### src/rtl/control_sequencer_if.sv
// control_sequencer_if
//   Bundles everything the Mini-SRC control unit exchanges with the datapath
//   and the RAM.
//   - Inputs to the sequencer: IR, Mem_done, Stop.
//   - Outputs from the sequencer: all bus/register/ALU/RAM strobes, the GPR
//     select vectors Rin/Rout, Run and Fault, and a debug copy of the FSM
//     state.
//   Memory handshake: the sequencer raises RAMRead or RAMWrite (the request,
//   "valid") and holds it unchanged until it samples Mem_done=1 (the
//   completion, "ready") in a memory-wait state.  The transfer completes on
//   that cycle.  Mem_done outside a wait state carries no meaning.
//   Modports:
//   - master: the sequencer.
//   - slave:  the datapath/RAM side (or a bench).
interface control_sequencer_if;
  logic [31:0] IR;
  logic        Mem_done;
  logic        Stop;

  logic PCout, Zlowout, Zhighout, MDRout, LOout, HIout;
  logic PCin, IRin, MARin, MDRin, Yin, Zin, LOin, HIin;
  logic IncPC, Read, RAMRead, RAMWrite;
  logic ADD, SUB, AND, OR, SHR, SHRA, SHL, ROR, ROL, NEG, NOT, MUL, DIV;
  logic [15:0] Rin;
  logic [15:0] Rout;
  logic        Run;
  logic        Fault;
  logic [3:0]  state_dbg;

  modport master (
    input  IR, Mem_done, Stop,
    output PCout, Zlowout, Zhighout, MDRout, LOout, HIout,
    output PCin, IRin, MARin, MDRin, Yin, Zin, LOin, HIin,
    output IncPC, Read, RAMRead, RAMWrite,
    output ADD, SUB, AND, OR, SHR, SHRA, SHL, ROR, ROL, NEG, NOT, MUL, DIV,
    output Rin, Rout, Run, Fault, state_dbg
  );

  modport slave (
    output IR, Mem_done, Stop,
    input  PCout, Zlowout, Zhighout, MDRout, LOout, HIout,
    input  PCin, IRin, MARin, MDRin, Yin, Zin, LOin, HIin,
    input  IncPC, Read, RAMRead, RAMWrite,
    input  ADD, SUB, AND, OR, SHR, SHRA, SHL, ROR, ROL, NEG, NOT, MUL, DIV,
    input  Rin, Rout, Run, Fault, state_dbg
  );
endinterface

### src/rtl/control_sequencer.sv
// control_sequencer
//   Hardwired Mini-SRC control unit (Moore FSM).
//   - Fetches an instruction from RAM, then executes one of: R-format ALU
//     ops, neg/not, mul/div, register-indirect ld/st, or halt.
//   - Strobes are decoded from the state register plus the IR fields.  The
//     only exception is Read/MDRin in a read-wait state, which follow
//     Mem_done.
//   Ports:
//   - Clock: rising-edge clock.
//   - Clear: asynchronous, active-low reset.  It forces every output to 0
//     while low.
//   - bus (master): IR/Mem_done/Stop in; all strobes, Rin/Rout, Run, Fault
//     and state_dbg out.
//   Parameter:
//   - MEM_WAIT_MAX: maximum number of cycles spent in one memory-wait
//     state.  0 means unlimited.  When the limit is hit, the sequencer sets
//     a sticky Fault and halts.
module control_sequencer #(
  parameter int unsigned MEM_WAIT_MAX = 0
) (
  input logic                 Clock,
  input logic                 Clear,
  control_sequencer_if.master bus
);

  localparam logic [3:0] S_FETCH0 = 4'd0;
  localparam logic [3:0] S_FETCH1 = 4'd1;
  localparam logic [3:0] S_FETCH2 = 4'd2;
  localparam logic [3:0] S_FETCH3 = 4'd3;
  localparam logic [3:0] S_DECODE = 4'd4;
  localparam logic [3:0] S_E0     = 4'd5;
  localparam logic [3:0] S_E1     = 4'd6;
  localparam logic [3:0] S_E2     = 4'd7;
  localparam logic [3:0] S_E3     = 4'd8;
  localparam logic [3:0] S_HALT   = 4'd9;

  localparam logic [4:0] OP_LD   = 5'b00000;
  localparam logic [4:0] OP_ST   = 5'b00010;
  localparam logic [4:0] OP_ADD  = 5'b00011;
  localparam logic [4:0] OP_SUB  = 5'b00100;
  localparam logic [4:0] OP_AND  = 5'b00101;
  localparam logic [4:0] OP_OR   = 5'b00110;
  localparam logic [4:0] OP_ROR  = 5'b00111;
  localparam logic [4:0] OP_ROL  = 5'b01000;
  localparam logic [4:0] OP_SHR  = 5'b01001;
  localparam logic [4:0] OP_SHRA = 5'b01010;
  localparam logic [4:0] OP_SHL  = 5'b01011;
  localparam logic [4:0] OP_MUL  = 5'b01111;
  localparam logic [4:0] OP_DIV  = 5'b10000;
  localparam logic [4:0] OP_NEG  = 5'b10001;
  localparam logic [4:0] OP_NOT  = 5'b10010;
  localparam logic [4:0] OP_HALT = 5'b11011;

  localparam logic        WAIT_EN   = (MEM_WAIT_MAX != 0);
  // Count value seen on the last permitted wait cycle.  Meaningful only
  // when WAIT_EN is set.
  localparam logic [31:0] WAIT_LAST = 32'(MEM_WAIT_MAX) - 32'd1;

  logic [3:0]  state, state_nx;
  logic [31:0] wait_cnt;
  logic        fault;

  logic [4:0] opcode;
  logic [3:0] ra, rb, rc;
  logic       ir_unused;

  assign opcode    = bus.IR[31:27];
  assign ra        = bus.IR[26:23];
  assign rb        = bus.IR[22:19];
  assign rc        = bus.IR[18:15];
  assign ir_unused = ^bus.IR[14:0];

  // Instruction classes.  IR is stable from DECODE to the end of execute,
  // so these also steer the shared E0..E3 states.
  logic is_alu3, is_unary, is_muldiv, is_ld, is_st;
  assign is_alu3   = (opcode >= OP_ADD) && (opcode <= OP_SHL);
  assign is_unary  = (opcode == OP_NEG) || (opcode == OP_NOT);
  assign is_muldiv = (opcode == OP_MUL) || (opcode == OP_DIV);
  assign is_ld     = (opcode == OP_LD);
  assign is_st     = (opcode == OP_ST);

  // One-hot ALU op, ordered {ADD,SUB,AND,OR,SHR,SHRA,SHL,ROR,ROL,NEG,NOT,MUL,DIV}.
  logic [12:0] alu_sel;
  always_comb begin
    alu_sel = 13'd0;
    case (opcode)
      OP_ADD:  alu_sel = 13'b1_0000_0000_0000;
      OP_SUB:  alu_sel = 13'b0_1000_0000_0000;
      OP_AND:  alu_sel = 13'b0_0100_0000_0000;
      OP_OR:   alu_sel = 13'b0_0010_0000_0000;
      OP_SHR:  alu_sel = 13'b0_0001_0000_0000;
      OP_SHRA: alu_sel = 13'b0_0000_1000_0000;
      OP_SHL:  alu_sel = 13'b0_0000_0100_0000;
      OP_ROR:  alu_sel = 13'b0_0000_0010_0000;
      OP_ROL:  alu_sel = 13'b0_0000_0001_0000;
      OP_NEG:  alu_sel = 13'b0_0000_0000_1000;
      OP_NOT:  alu_sel = 13'b0_0000_0000_0100;
      OP_MUL:  alu_sel = 13'b0_0000_0000_0010;
      OP_DIV:  alu_sel = 13'b0_0000_0000_0001;
      default: alu_sel = 13'd0;
    endcase
  end

  logic in_wait, timeout;
  assign in_wait = (state == S_FETCH2) ||
                   ((state == S_E1) && is_ld) ||
                   ((state == S_E2) && is_st);
  assign timeout = WAIT_EN && in_wait && !bus.Mem_done && (wait_cnt == WAIT_LAST);

  always_comb begin
    state_nx = state;
    if (timeout) begin
      state_nx = S_HALT;
    end else begin
      case (state)
        S_FETCH0: state_nx = bus.Stop ? S_HALT : S_FETCH1;
        S_FETCH1: state_nx = S_FETCH2;
        S_FETCH2: state_nx = bus.Mem_done ? S_FETCH3 : S_FETCH2;
        S_FETCH3: state_nx = S_DECODE;
        S_DECODE: begin
          if (bus.Stop)
            state_nx = S_HALT;
          else if (is_alu3 || is_unary || is_muldiv || is_ld || is_st)
            state_nx = S_E0;
          else if (opcode == OP_HALT)
            state_nx = S_HALT;
          else
            state_nx = S_FETCH0;  // unlisted opcode executes as a nop
        end
        S_E0: state_nx = S_E1;
        S_E1: begin
          if (is_unary)   state_nx = S_FETCH0;
          else if (is_ld) state_nx = bus.Mem_done ? S_E2 : S_E1;
          else            state_nx = S_E2;
        end
        S_E2: begin
          if (is_muldiv)  state_nx = S_E3;
          else if (is_st) state_nx = bus.Mem_done ? S_FETCH0 : S_E2;
          else            state_nx = S_FETCH0;
        end
        S_E3:    state_nx = S_FETCH0;
        S_HALT:  state_nx = S_HALT;
        default: state_nx = S_FETCH0;
      endcase
    end
  end

  // The wait counter idles at zero outside wait states.  It is therefore 0
  // on the first cycle of every wait, because no wait state directly
  // follows another.
  always_ff @(posedge Clock or negedge Clear) begin
    if (!Clear) begin
      state    <= S_FETCH0;
      wait_cnt <= 32'd0;
      fault    <= 1'b0;
    end else begin
      state    <= state_nx;
      wait_cnt <= in_wait ? wait_cnt + 32'd1 : 32'd0;
      if (timeout)
        fault <= 1'b1;
    end
  end

  // Ungated strobe decode.
  logic pc_out, zlow_out, zhigh_out, mdr_out;
  logic pc_in, ir_in, mar_in, mdr_in, y_in, z_in, lo_in, hi_in;
  logic inc_pc, read, ram_read, ram_write, alu_on;
  logic [15:0] rin_v, rout_v;

  always_comb begin
    pc_out = 1'b0; zlow_out = 1'b0; zhigh_out = 1'b0; mdr_out = 1'b0;
    pc_in = 1'b0; ir_in = 1'b0; mar_in = 1'b0; mdr_in = 1'b0;
    y_in = 1'b0; z_in = 1'b0; lo_in = 1'b0; hi_in = 1'b0;
    inc_pc = 1'b0; read = 1'b0; ram_read = 1'b0; ram_write = 1'b0;
    alu_on = 1'b0; rin_v = 16'd0; rout_v = 16'd0;
    case (state)
      S_FETCH0: begin pc_out = 1'b1; mar_in = 1'b1; inc_pc = 1'b1; z_in = 1'b1; end
      S_FETCH1: begin zlow_out = 1'b1; pc_in = 1'b1; ram_read = 1'b1; end
      S_FETCH2: begin
        ram_read = 1'b1;
        read     = bus.Mem_done;
        mdr_in   = bus.Mem_done;
      end
      S_FETCH3: begin mdr_out = 1'b1; ir_in = 1'b1; end
      S_E0: begin
        if (is_alu3) begin
          rout_v = 16'd1 << rb; y_in = 1'b1;
        end else if (is_unary) begin
          rout_v = 16'd1 << rb; alu_on = 1'b1; z_in = 1'b1;
        end else if (is_muldiv) begin
          rout_v = 16'd1 << ra; y_in = 1'b1;
        end else if (is_ld || is_st) begin
          rout_v = 16'd1 << rb; mar_in = 1'b1;
        end
      end
      S_E1: begin
        if (is_alu3) begin
          rout_v = 16'd1 << rc; alu_on = 1'b1; z_in = 1'b1;
        end else if (is_unary) begin
          zlow_out = 1'b1; rin_v = 16'd1 << ra;
        end else if (is_muldiv) begin
          rout_v = 16'd1 << rb; alu_on = 1'b1; z_in = 1'b1;
        end else if (is_ld) begin
          ram_read = 1'b1;
          read     = bus.Mem_done;
          mdr_in   = bus.Mem_done;
        end else if (is_st) begin
          rout_v = 16'd1 << ra; mdr_in = 1'b1;  // MDR loads from the bus
        end
      end
      S_E2: begin
        if (is_alu3) begin
          zlow_out = 1'b1; rin_v = 16'd1 << ra;
        end else if (is_muldiv) begin
          zlow_out = 1'b1; lo_in = 1'b1;
        end else if (is_ld) begin
          mdr_out = 1'b1; rin_v = 16'd1 << ra;
        end else if (is_st) begin
          ram_write = 1'b1;
        end
      end
      S_E3: begin
        if (is_muldiv) begin
          zhigh_out = 1'b1; hi_in = 1'b1;
        end
      end
      default: ;
    endcase
  end

  // Everything is forced low while Clear is asserted and in HALT.
  logic active;
  assign active = Clear && (state != S_HALT);

  assign bus.PCout    = active & pc_out;
  assign bus.Zlowout  = active & zlow_out;
  assign bus.Zhighout = active & zhigh_out;
  assign bus.MDRout   = active & mdr_out;
  assign bus.LOout    = 1'b0;
  assign bus.HIout    = 1'b0;
  assign bus.PCin     = active & pc_in;
  assign bus.IRin     = active & ir_in;
  assign bus.MARin    = active & mar_in;
  assign bus.MDRin    = active & mdr_in;
  assign bus.Yin      = active & y_in;
  assign bus.Zin      = active & z_in;
  assign bus.LOin     = active & lo_in;
  assign bus.HIin     = active & hi_in;
  assign bus.IncPC    = active & inc_pc;
  assign bus.Read     = active & read;
  assign bus.RAMRead  = active & ram_read;
  assign bus.RAMWrite = active & ram_write;

  logic [12:0] alu_out;
  assign alu_out = (active && alu_on) ? alu_sel : 13'd0;
  assign {bus.ADD, bus.SUB, bus.AND, bus.OR, bus.SHR, bus.SHRA, bus.SHL,
          bus.ROR, bus.ROL, bus.NEG, bus.NOT, bus.MUL, bus.DIV} = alu_out;

  // R0 is hardwired zero: a load into it is dropped here.
  assign bus.Rin       = active ? (rin_v & 16'hFFFE) : 16'd0;
  assign bus.Rout      = active ? rout_v : 16'd0;
  assign bus.Run       = active;
  assign bus.Fault     = Clear & fault;
  assign bus.state_dbg = Clear ? state : S_FETCH0;

endmodule

### src/flat_wrapper.sv
// flat-port wrapper written by rule: the top's interface ports become plain ports
module control_sequencer_flat 
#(
  parameter int unsigned MEM_WAIT_MAX = 0
)
  (Clock, Clear, bus_IR, bus_Mem_done, bus_Stop, bus_PCout, bus_Zlowout, bus_Zhighout, bus_MDRout, bus_LOout, bus_HIout, bus_PCin, bus_IRin, bus_MARin, bus_MDRin, bus_Yin, bus_Zin, bus_LOin, bus_HIin, bus_IncPC, bus_Read, bus_RAMRead, bus_RAMWrite, bus_ADD, bus_SUB, bus_AND, bus_OR, bus_SHR, bus_SHRA, bus_SHL, bus_ROR, bus_ROL, bus_NEG, bus_NOT, bus_MUL, bus_DIV, bus_Rin, bus_Rout, bus_Run, bus_Fault, bus_state_dbg);
  control_sequencer_if bus_i ();
  input logic Clock;
  input logic Clear;
  input wire logic [$bits(bus_i.IR)-1:0] bus_IR;
  input wire logic [$bits(bus_i.Mem_done)-1:0] bus_Mem_done;
  input wire logic [$bits(bus_i.Stop)-1:0] bus_Stop;
  output wire logic [$bits(bus_i.PCout)-1:0] bus_PCout;
  output wire logic [$bits(bus_i.Zlowout)-1:0] bus_Zlowout;
  output wire logic [$bits(bus_i.Zhighout)-1:0] bus_Zhighout;
  output wire logic [$bits(bus_i.MDRout)-1:0] bus_MDRout;
  output wire logic [$bits(bus_i.LOout)-1:0] bus_LOout;
  output wire logic [$bits(bus_i.HIout)-1:0] bus_HIout;
  output wire logic [$bits(bus_i.PCin)-1:0] bus_PCin;
  output wire logic [$bits(bus_i.IRin)-1:0] bus_IRin;
  output wire logic [$bits(bus_i.MARin)-1:0] bus_MARin;
  output wire logic [$bits(bus_i.MDRin)-1:0] bus_MDRin;
  output wire logic [$bits(bus_i.Yin)-1:0] bus_Yin;
  output wire logic [$bits(bus_i.Zin)-1:0] bus_Zin;
  output wire logic [$bits(bus_i.LOin)-1:0] bus_LOin;
  output wire logic [$bits(bus_i.HIin)-1:0] bus_HIin;
  output wire logic [$bits(bus_i.IncPC)-1:0] bus_IncPC;
  output wire logic [$bits(bus_i.Read)-1:0] bus_Read;
  output wire logic [$bits(bus_i.RAMRead)-1:0] bus_RAMRead;
  output wire logic [$bits(bus_i.RAMWrite)-1:0] bus_RAMWrite;
  output wire logic [$bits(bus_i.ADD)-1:0] bus_ADD;
  output wire logic [$bits(bus_i.SUB)-1:0] bus_SUB;
  output wire logic [$bits(bus_i.AND)-1:0] bus_AND;
  output wire logic [$bits(bus_i.OR)-1:0] bus_OR;
  output wire logic [$bits(bus_i.SHR)-1:0] bus_SHR;
  output wire logic [$bits(bus_i.SHRA)-1:0] bus_SHRA;
  output wire logic [$bits(bus_i.SHL)-1:0] bus_SHL;
  output wire logic [$bits(bus_i.ROR)-1:0] bus_ROR;
  output wire logic [$bits(bus_i.ROL)-1:0] bus_ROL;
  output wire logic [$bits(bus_i.NEG)-1:0] bus_NEG;
  output wire logic [$bits(bus_i.NOT)-1:0] bus_NOT;
  output wire logic [$bits(bus_i.MUL)-1:0] bus_MUL;
  output wire logic [$bits(bus_i.DIV)-1:0] bus_DIV;
  output wire logic [$bits(bus_i.Rin)-1:0] bus_Rin;
  output wire logic [$bits(bus_i.Rout)-1:0] bus_Rout;
  output wire logic [$bits(bus_i.Run)-1:0] bus_Run;
  output wire logic [$bits(bus_i.Fault)-1:0] bus_Fault;
  output wire logic [$bits(bus_i.state_dbg)-1:0] bus_state_dbg;
  assign bus_i.IR = bus_IR;
  assign bus_i.Mem_done = bus_Mem_done;
  assign bus_i.Stop = bus_Stop;
  assign bus_PCout = bus_i.PCout;
  assign bus_Zlowout = bus_i.Zlowout;
  assign bus_Zhighout = bus_i.Zhighout;
  assign bus_MDRout = bus_i.MDRout;
  assign bus_LOout = bus_i.LOout;
  assign bus_HIout = bus_i.HIout;
  assign bus_PCin = bus_i.PCin;
  assign bus_IRin = bus_i.IRin;
  assign bus_MARin = bus_i.MARin;
  assign bus_MDRin = bus_i.MDRin;
  assign bus_Yin = bus_i.Yin;
  assign bus_Zin = bus_i.Zin;
  assign bus_LOin = bus_i.LOin;
  assign bus_HIin = bus_i.HIin;
  assign bus_IncPC = bus_i.IncPC;
  assign bus_Read = bus_i.Read;
  assign bus_RAMRead = bus_i.RAMRead;
  assign bus_RAMWrite = bus_i.RAMWrite;
  assign bus_ADD = bus_i.ADD;
  assign bus_SUB = bus_i.SUB;
  assign bus_AND = bus_i.AND;
  assign bus_OR = bus_i.OR;
  assign bus_SHR = bus_i.SHR;
  assign bus_SHRA = bus_i.SHRA;
  assign bus_SHL = bus_i.SHL;
  assign bus_ROR = bus_i.ROR;
  assign bus_ROL = bus_i.ROL;
  assign bus_NEG = bus_i.NEG;
  assign bus_NOT = bus_i.NOT;
  assign bus_MUL = bus_i.MUL;
  assign bus_DIV = bus_i.DIV;
  assign bus_Rin = bus_i.Rin;
  assign bus_Rout = bus_i.Rout;
  assign bus_Run = bus_i.Run;
  assign bus_Fault = bus_i.Fault;
  assign bus_state_dbg = bus_i.state_dbg;
  control_sequencer #(.MEM_WAIT_MAX(MEM_WAIT_MAX)) u_core (.Clock(Clock), .Clear(Clear), .bus(bus_i));
endmodule
### config.mk
export PLATFORM = sky130hd
export DESIGN_NAME = control_sequencer_flat
export DESIGN_NICKNAME = d
export VERILOG_FILES = /design/src/rtl/control_sequencer_if.sv /design/src/rtl/control_sequencer.sv /design/src/flat_wrapper.sv
export SDC_FILE = /design/constraint.sdc
export NUM_CORES = 1
export LEC_CHECK = 0
export CAP_MARGIN = 20
export CORE_MARGIN = 2
export CORE_UTILIZATION = 34
export DETAILED_ROUTE_END_ITERATION = 8
export PLACE_DENSITY = 0.82
export SYNTH_ARGS = -nofsm -noshare
export SYNTH_HDL_FRONTEND = slang
export SYNTH_SLANG_ARGS = --single-unit
### constraint.sdc
create_clock -name Clock -period 2.5 [get_ports Clock]
set_input_delay 0.625 -clock Clock [delete_from_list [all_inputs] [get_ports Clock]]
set_output_delay 0.625 -clock Clock [all_outputs]
set_load 0.02 [all_outputs]
==> impl_metrics.toml, run 1 <==
[clock_network]
cts_buffer_depth = 2
clock_tree.root_cell = "clkbuf_8"
cts-hold-fix-buffers = 0
cts_max_level = 1
numClockSinks = 4
cts_buffers = 3

[placement]
post-dp-hpwl_mm = 7.62
preCtsSetupSlack_ns = -1.34
dp_cells = 525
numPortBuffers = 85
place_congestion = 1.05

[yosys]
synth_edf_count = 0
syn_area_per_cell_um2 = 5.97
synth_cell_types = 42
ys_async_sr_fraction_pct = 100
synthTopCellsByArea = "nor2_1, o22a_1, o22ai_1"
synth-seq-area-share_pct = 5.90
syn_area_mm2 = 0.00170
ys_warn_count = 0
ys_top_cells_by_count = "nor2_1, nand2_1, o22ai_1, a21oi_1, nor2b_1"
synth_flop_cell = "dfrtp_1"
synth_top_area_cell = "nor2_1"
yosysTopAreaCellShare_pct = 9.51
yosys_register_bits = 4
synth_cells = 284
synth.most_common_cell = "nor2_1"

[timing]
endpoint_type = "primary output"
worstEndpointGrtRepair = "bus_Rout[12]"

[global_route]
overflow = 85
grt_max_degree = 19
grtUsageTotal_pct = 80.0

[floorplan]
rows = 25
ios = 105
fp.dieH_um = 74.6
initial_utilization_pct = 35.7
die_w_um = 74.6

[run_status]
status = "aborted with a tool error"
error = "[ERROR GRT-0232] Routing congestion too high. Check the congestion heatmap in the GUI."
haltStage = "global routing"
## metrics by stage
step / area [µm²] / utilization (%) / setup TNS, ns
CTS: 4310 / 90.7 / -17.28
detailed placement: 3850 / 81.0 / -70.20
global placement: 3850 / 81.0 / -66.10
floorplan: 2220 / - / -3.88
## repair_timing
| item | 4_1_cts |
|---|---|
| cloned | 3 |
| setup endpoints to repair | 65 |
| endpoints found under the hold margin | 0 |
| pin swaps | 36 |
| gates resized for setup | 405 |
| setup buffers | 16 |
## logic make-up after synthesis
kind of cell    share of synthesized area (%)
simple gates                             46.7
compound gates                           37.2
buf+inv                                  9.44
flops                                    5.90
xor+xnor                                0.516
other cells                             0.221
## metal layers
metal,global-route usage (%),GRT overflow
met1,81.6,2
met2,97.6,43
met3,57.2,0
met4,90.7,40
met5,3.70,0
==> inputs of run 2 (changes only) <==
--- a/config.mk
+++ b/config.mk
@@ -7,9 +7,9 @@
 export LEC_CHECK = 0
 export CAP_MARGIN = 20
 export CORE_MARGIN = 2
-export CORE_UTILIZATION = 34
+export CORE_UTILIZATION = 38
 export DETAILED_ROUTE_END_ITERATION = 8
-export PLACE_DENSITY = 0.82
+export PLACE_DENSITY_LB_ADDON = 0.15
 export SYNTH_ARGS = -nofsm -noshare
 export SYNTH_HDL_FRONTEND = slang
 export SYNTH_SLANG_ARGS = --single-unit
==> constraint.sdc (replaced) <==
create_clock -name Clock -period 3.2 [get_ports Clock]
set_input_delay 0.8 -clock Clock [delete_from_list [all_inputs] [get_ports Clock]]
set_output_delay 0.8 -clock Clock [all_outputs]
set_load 0.02 [all_outputs]
==> run 2 against run 1 <==
Net effect:
- the flow now finishes, with violations (setup timing)
- synthesized cell count stayed put
- area after synthesis is the same
==> impl_metrics.toml, run 2 <==
[layout]
syn2layout_area_growth_pct = 101
nets = 485
antenna_cells = 0
multi_input_area_mm2 = 0.00173
top_regs = "u_core.state x4"
final_area_mm2 = 0.00341
regMostFlops = "u_core.state"
layout.cells.non_filler = 499
final_common_cell = "buf_4"
nFillCells = 335
regArea_um2 = 100
largest_register_ffs = 4
drive_gt1_share_pct = 46.5
final_cell_mix = "buf_4, nor2_1, nand2_1"

[drt]
vias_per_cell = 6.07
vias = 3028
wl_mm = 8.56
dr.pass1.iters = 5
wire_per_inst_um = 17.2
ant_nets = 0
drt_iter0_drc = 247
drc = 0

[floorplan]
dieArea_mm2 = 0.00502
core_area_mm2 = 0.00432
ios = 105
die_w_um = 70.8
rows = 24
fp.dieH_um = 70.8
initial_utilization_pct = 39.2

[yosys]
synth_top_area_cell = "nor2_1"
synth_flop_cell = "dfrtp_1"
syn_area_mm2 = 0.00170
ys_warn_count = 0
synthTopCellsByArea = "nor2_1, o22a_1, o22ai_1"
ys_async_sr_fraction_pct = 100
synth-seq-area-share_pct = 5.90
synth_cell_types = 42
yosys_register_bits = 4
yosysTopAreaCellShare_pct = 9.51
synth.most_common_cell = "nor2_1"
syn_area_per_cell_um2 = 5.97
synth_cells = 284
ys_top_cells_by_count = "nor2_1, nand2_1, o22ai_1, a21oi_1, nor2b_1"
synth_edf_count = 0

[worst_setup_path]
crit_fanout = 6
crit_path_start = "bus_IR[29]"
crit_type = "input pin to primary output"
endpoint = "bus_Rout[3]"
worst_setup_path_end_kind = "primary output"
start_kind = "input pin"
crit_arrival_ns = 2.49
reg2reg_to = "u_core.state[0]"
cp.required_ns = 2.40
rr_worst_depth = 7
rrSetupSlack_ns = 1.64
r2r_start = "u_core.state[3]"

[global_route]
overflow = 0
grt_max_degree = 19
grt_pass1_vias = 2876
antenna_found_initial = 0
grt_pass1_wl_mm = 13.4
grtUsageTotal_pct = 32.0

[timing]
fin_ws_ns = -0.0880
fin_worst_skew_ns = 0.000740
max_freq_mhz = 304
rsz0062_at_grt = "true"
final-hold-violation-count = 0
min_period_ns = 3.29
fin_crit_sh_pct = 103
holdWs_ns = 0.611
finalSetupViolCount = 18
slew_viol_final = 0

[placement]
post-dp-hpwl_mm = 5.97
place_congestion = 1.00
preCtsSetupSlack_ns = -0.971
dpl-instance-area_mm2 = 0.00316
numPortBuffers = 85
dp_cells = 489

[clock_network]
cts_buffer_depth = 2
clock_tree.root_cell = "clkbuf_8"
cts_tree = "built"
cts-hold-fix-buffers = 0
cts_buffers = 3
clk_pin_slew_ns = 0.03
numClockSinks = 4
cts_max_level = 1
clk_latency_ns = 0.22

[run_status]
status = "complete, but fails checks"
violations = "setup timing"

[power]
cell_internal_pwr_uw = 441
switching_share_pct = 49.3
p_sw_uw = 428
pwr-share-comb_pct = 77.0
clkPwrFrac_pct = 12.5
leakagePower_nw = 1.37
powerDensity_mw_per_mm2 = 255
seq_power_share_pct = 10.5
ir_drop_v = 0.000222
power.total_uw = 869

[worst_hold_path]
hp-class = "flip-flop to flip-flop"
holdPathStages = 2

[flow_run]
drv_cap = 0
run 2: worst min-delay path by stage:
stage	startpoint	endpoint	slack [ns]
6_report	u_core.state[3]	u_core.state[3]	0.61
4_1_cts	u_core.state[3]	u_core.state[3]	0.60
3_5_place_dp	u_core.state[3]	u_core.state[3]	0.60
2_1_floorplan	Clear	u_core.state[0]	0.50
3_3_place_gp	u_core.state[3]	u_core.state[3]	0.60
5_1_grt	u_core.state[3]	u_core.state[3]	0.66
run 2: per-layer routing:
layer / vias up / wire [µm] / GRT usage, %
met5: - / 0 / 0
met4: 0 / 182 / 8.39
met3: 27 / 826 / 5.56
met2: 186 / 3960 / 52.2
met1: 1410 / 3590 / 43.5
li1: 1405 / - / -
run 2: worst max-delay path, cell delays in order:
cell and delay [ns]:
buf_6 0.09, or4b_4 0.54, o22a_4 0.29, nor2_2 0.23
a221oi_1 0.15, o22ai_2 0.23, buf_6 0.15
run 2: logic make-up after synthesis:
group / share of synthesized area (%)
AND/OR/NAND/NOR: 46.7
AO/OA/AOI/OAI: 37.2
buffers and inverters: 9.44
flip-flops: 5.90
XOR/XNOR: 0.516
other: 0.221
run 2: layout make-up:
class / instances / area share [%]
repair buffers: 181 / 42.5
multi-input cells: 253 / 50.8
flip-flops and latches: 4 / 2.94
clock buffers: 3 / 1.21
well taps: 52 / 1.91
inverters: 6 / 0.661
run 2: timing repair:
action,4_1_cts,5_1_grt
gates cloned,1,0
endpoints found under the setup margin,58,55
setup buffers,5,1
pin swaps,23,17
resized for setup,278,90
run 2: stage by stage:
| stage | util, % | TNS [ns] |
|---|---|---|
| after floorplan | - | -0.620 |
| after global placement | 73.1 | -42.04 |
| after detailed placement | 73.1 | -44.05 |
| after CTS | 74.6 | -0.626 |
| after global routing | 78.8 | -2.56 |
| final | 78.8 | -0.734 |
run 2: power by group through the flow:
stage	clock (mW)	sequential (mW)	combinational [mW]
after detailed placement	0	0.0895	0.629
after global placement	0	0.0900	0.623
after floorplan	0	0.0801	0.340
after CTS	0.110	0.0902	0.632
after global routing	0.112	0.0933	0.716
final	0.108	0.0913	0.670
Power figures use the tool's default switching activity.
==> inputs of run 3 (changes only) <==
--- a/config.mk
+++ b/config.mk
@@ -10,6 +10,9 @@
 export CORE_UTILIZATION = 38
 export DETAILED_ROUTE_END_ITERATION = 8
 export PLACE_DENSITY_LB_ADDON = 0.15
+export RECOVER_POWER = 50
+export SKIP_LAST_GASP = 1
+export SLEW_MARGIN = 10
 export SYNTH_ARGS = -nofsm -noshare
 export SYNTH_HDL_FRONTEND = slang
 export SYNTH_SLANG_ARGS = --single-unit
==> run 3 against run 2 <==
Net effect:
- the flow still finishes with violations (setup timing)
- highest routed layer unchanged
- clock skew about the same
- largest cell class unchanged
- via count grew 3.6%
- worst setup slack worse by 0.068 ns
- die area did not move
- sequential power fell by 0.4%
- power grew 2.2%
- register-to-register slack lost 0.03 ns
- fmax is 2.0% lower
- largest power group unchanged
==> impl_metrics.toml, run 3 (synthesis gave the netlist of run 2 again) <==
[worst_setup_path]
cp.required_ns = 2.40
crit_arrival_ns = 2.56
crit_fanout = 15
cp_slowest_cell = "nor4_1"
path_cells = "buf_6, buf_4, buf_8, nor4b_4, a21oi_2, o22a_1, o22a_4, nor4_1, clkbuf_2"
path_delay_family = "buffers and inverters"
cp_num_buf_inv = 4
slowest_delay_ns = 0.29
crit_type = "input pin to primary output"
worst_setup_path_end_kind = "primary output"
start_kind = "input pin"

[clock_network]
clk_latency_ns = 0.22
cts_max_level = 1
cts-hold-fix-buffers = 0
clk_pin_slew_ns = 0.03
cts_tree = "built"
cts_buffer_depth = 2
clock_tree.root_cell = "clkbuf_8"
numClockSinks = 4
cts_buffers = 3

[drt]
wire_per_inst_um = 18.7
ant_nets = 0
drc = 0
dr.pass1.iters = 5
wl_mm = 9.38
vias_per_cell = 6.25
drt_iter0_drc = 300
vias = 3136

[timing]
fin_crit_sh_pct = 105
tns_ns = -1.73
slew_viol_final = 0
fin_ws_ns = -0.155
rsz0062_at_grt = "true"
min_period_ns = 3.36
finalSetupViolCount = 36
final-hold-violation-count = 0
max_freq_mhz = 298
fin_worst_skew_ns = 0.000802

[power]
clkPwrFrac_pct = 12.2
ir_drop_v = 0.000219
cell_internal_pwr_uw = 449
p_sw_uw = 440
powerDensity_mw_per_mm2 = 251
pwr-share-comb_pct = 77.6
switching_share_pct = 49.5
power.total_uw = 889
seq_power_share_pct = 10.2
leakagePower_nw = 1.45

[layout]
nets = 488
syn2layout_area_growth_pct = 109
drive_gt1_share_pct = 48.0
largest_register_ffs = 4
nFillCells = 299
final_util_pct = 81.9
antenna_cells = 0
top_regs = "u_core.state x4"
regMostFlops = "u_core.state"
final_common_cell = "buf_4"
final_cell_mix = "buf_4, nor2_1, nand2_1"

[global_route]
grt_max_degree = 19
antenna_found_initial = 0
grtUsageTotal_pct = 32.0
grt_pass1_wl_mm = 13.4
overflow = 0
grt_pass1_vias = 2876

[floorplan]
dieArea_mm2 = 0.00502
rows = 24
initial_utilization_pct = 39.2
die_w_um = 70.8
fp.dieH_um = 70.8
ios = 105
core_area_mm2 = 0.00432

[flow_run]
drv_cap = 0

[worst_hold_path]
hp-class = "flip-flop to flip-flop"

[run_status]
violations = "setup timing"
status = "complete, but fails checks"

[placement]
numPortBuffers = 85
place_congestion = 1.00
post-dp-hpwl_mm = 5.97
-- run 3: changes by cell type in the layout (fill, tap and decap cells not counted), sizes merged --
cell | before | now
clkbuf | 9 | 14
clkdlybuf4s15 | 1 | 0
dlygate4sd2 | 3 | 4
buf | 148 | 146
-- run 3: through the flow --
step / instance area (µm²) / setup slack, ns / hold slack [ns] / cells
after floorplan: 1710 / -0.137 / 0.504 / 287
after global placement: 3160 / -0.899 / 0.600 / 489
after detailed placement: 3160 / -0.971 / 0.598 / 489
after CTS: 3220 / -0.130 / 0.603 / 498
after global routing: 3540 / -0.165 / 0.664 / 502
final: 3540 / -0.155 / 0.610 / 502
-- run 3: final timing paths --
check / slack [ns] / to / from / cells after the start
setup / recovery: -0.16 / bus_SUB / bus_IR[29] / 9
hold / removal: 0.61 / u_core.state[3] / u_core.state[3] / 2
setup reg to reg: 1.61 / u_core.state[0] / u_core.state[3] / 7
hold reg to reg: 0.61 / u_core.state[3] / u_core.state[3] / 2
max in group asynchronous: 2.26 / u_core.state[0] / Clear / 2
min in group asynchronous: 0.76 / u_core.state[1] / Clear / 2
-- run 3: per-layer routing --
layer / routed length (µm) / GRT usage, % / part of all wire, % / up-vias
met5: 0 / 0 / 0 / -
met4: 313 / 8.39 / 3.3 / 0
met3: 958 / 5.56 / 10 / 51
met2: 4390 / 52.2 / 47 / 223
met1: 3710 / 43.5 / 40 / 1451
li1: - / - / - / 1411
-- run 3: cell type report --
type                       count  area (µm²)  share of cell area, %
timing repair buffer         184        1520                   42.9
sequential                     4         100                   2.83
inverter                       6        22.5                  0.636
multi-input combinational    253        1790                   50.6
tap                           52        65.1                   1.84
clock buffer                   3        41.3                   1.17
-- run 3: worst reg2reg max path: cells and delay by family (launching register included) --
family	cells	cell delay (ns)
simple gates	3	0.61
flops	1	0.36
buf+inv	2	0.35
compound gates	2	0.18
-- run 3: power groups by stage --
stage	sequential, mW	combinational, mW	clock, mW
after detailed placement	0.0895	0.629	0
after CTS	0.0902	0.632	0.110
after global routing	0.0933	0.736	0.112
after floorplan	0.0801	0.340	0
after global placement	0.0900	0.623	0
final	0.0909	0.690	0.108
-- run 3: what timing repair did --
item,in CTS,in global routing
buffers inserted,5,2
pin swaps,23,23
resized for setup,277,113
setup endpoints to repair,58,55
gates cloned,1,2
==> inputs of run 4 (changes only) <==
--- a/config.mk
+++ b/config.mk
@@ -6,7 +6,7 @@
 export NUM_CORES = 1
 export LEC_CHECK = 0
 export CAP_MARGIN = 20
-export CORE_MARGIN = 2
+export CORE_MARGIN = 8
 export CORE_UTILIZATION = 38
 export DETAILED_ROUTE_END_ITERATION = 8
 export PLACE_DENSITY_LB_ADDON = 0.15
==> run 4 against run 3 <==
Net effect:
- the flow still finishes with violations (setup timing)
- design area shrank 1.3%
- clock-buffer cell count unchanged
- critical path depth down 3
- first-iteration DRC count rose by 40%
- worst setup slack got worse by 0.035 ns
- clock power about the same
- non-clock buffer count rose by 9
- global-route usage fell by 8.1 points
- cell count grew 1.6%
- clock skew is 0.0047 ns higher
- sequential power shrank 3.6%
- via count up 2.2%
- critical endpoint is now bus_AND
- largest cell class unchanged
==> impl_metrics.toml, run 4 (synthesis gave the netlist of run 2 again) <==
[run_status]
status = "complete, but fails checks"
violations = "setup timing"

[layout]
regMostFlops = "u_core.state"
nFillCells = 318
top_regs = "u_core.state x4"
layout.cells.non_filler = 510
syn2layout_area_growth_pct = 106
final_util_pct = 80.8
nets = 496
final_cell_mix = "buf_4, nor2_1, nand2_1"
largest_register_ffs = 4
final_common_cell = "buf_4"
antenna_cells = 0
drive_gt1_share_pct = 46.3
final_area_mm2 = 0.00349

[drt]
drc = 0
ant_nets = 0
drt_iter0_drc = 421
wl_mm = 10.1
vias_per_cell = 6.28
vias = 3205
wire_per_inst_um = 19.9
dr.pass1.iters = 5

[timing]
finalSetupViolCount = 47
rsz0062_at_grt = "true"
max_freq_mhz = 295
slew_viol_final = 0
holdWs_ns = 0.599
fin_ws_ns = -0.191
final-hold-violation-count = 0
fin_worst_skew_ns = 0.00552
min_period_ns = 3.39
fin_crit_sh_pct = 106

[floorplan]
core_area_mm2 = 0.00432
fp.dieH_um = 82.8
rows = 24
dieArea_mm2 = 0.00686
die_w_um = 82.8
initial_utilization_pct = 39.2
ios = 105

[global_route]
grt_pass1_vias = 2965
grt_max_degree = 19
grtUsageTotal_pct = 23.8
antenna_found_initial = 0
grt_pass1_wl_mm = 14.4
overflow = 0

[clock_network]
numClockSinks = 4
clk_pin_slew_ns = 0.03
clk_latency_ns = 0.22
cts_tree = "built"
cts_buffers = 3
cts_max_level = 1
cts_buffer_depth = 2
clock_tree.root_cell = "clkbuf_8"

[placement]
post-dp-hpwl_mm = 6.74
numPortBuffers = 85
dp_cells = 499
dpl-instance-area_mm2 = 0.00324
preCtsSetupSlack_ns = -0.977
place_congestion = 1.00

[power]
powerDensity_mw_per_mm2 = 250
leakagePower_nw = 1.46
ir_drop_v = 0.000239

[worst_setup_path]
crit_type = "input pin to primary output"
worst_setup_path_end_kind = "primary output"
cp.required_ns = 2.40
crit_arrival_ns = 2.59
start_kind = "input pin"
crit_fanout = 7

[worst_hold_path]
hp-class = "flip-flop to flip-flop"

[flow_run]
drv_cap = 0
[run 4: cell count changes in the layout (fill, tap and decap cells not counted), sizes merged]
cell and delta:
buf +14, clkbuf -8, clkdlybuf4s15 +2, clkdlybuf4s50 -6
dlygate4sd2 +5, dlygate4sd3 +1, dlymetal6s2s +1, o22a -1
[run 4: worst max-delay path, cell delays in order]
cell,delay (ns)
dlygate4sd3_1,0.62
nand3_1,0.14
o22a_4,0.33
buf_4,0.15
nor4_2,0.29
buf_2,0.25
[run 4: timing repair]
action | CTS | global route
setup endpoints to repair | 61 | 55
pin swaps | 15 | 14
gates resized for setup | 291 | 72
hold buffers | 0 | 0
setup buffers | 1 | 7
[run 4: stage by stage]
stage / setup TNS (ns) / total power [mW]
final: -3.08 / 0.873
after floorplan: -0.620 / 0.420
after global routing: -6.04 / 0.930
after global placement: -42.59 / 0.726
after detailed placement: -44.49 / 0.727
after CTS: -0.699 / 0.830
[run 4: cell type report]
| cell class | count | area, µm² | share of cell area [%] |
|---|---|---|---|
| Tap cell | 52 | 65.1 | 1.86 |
| Inverter | 6 | 22.5 | 0.645 |
| Multi-Input combinational cell | 252 | 1700 | 48.8 |
| Sequential cell | 4 | 100 | 2.87 |
| Timing Repair Buffer | 193 | 1560 | 44.6 |
| Clock buffer | 3 | 41.3 | 1.18 |
[run 4: final timing paths]
path | start | endpoint | slack [ns] | cells after the start
max | Clear | bus_AND | -0.19 | 6
min | u_core.state[3] | u_core.state[3] | 0.60 | 2
max reg2reg | u_core.state[3] | u_core.state[0] | 1.62 | 7
min reg2reg | u_core.state[3] | u_core.state[3] | 0.60 | 2
max in group asynchronous | Clear | u_core.state[0] | 1.80 | 3
min in group asynchronous | Clear | u_core.state[3] | 1.28 | 3
[run 4: power by group]
part           internal [mW]  switching, mW
sequential            0.0720         0.0155
combinational          0.282          0.397
clock                 0.0802         0.0260
total                  0.435          0.438
[run 4: per-layer routing]
metal	vias to the layer above	wire, µm	track usage [%]
met5	-	0	0
met1	1457	3860	30.7
li1	1424	-	-
met4	0	472	5.75
met2	268	4660	39.0
met3	56	1160	5.08
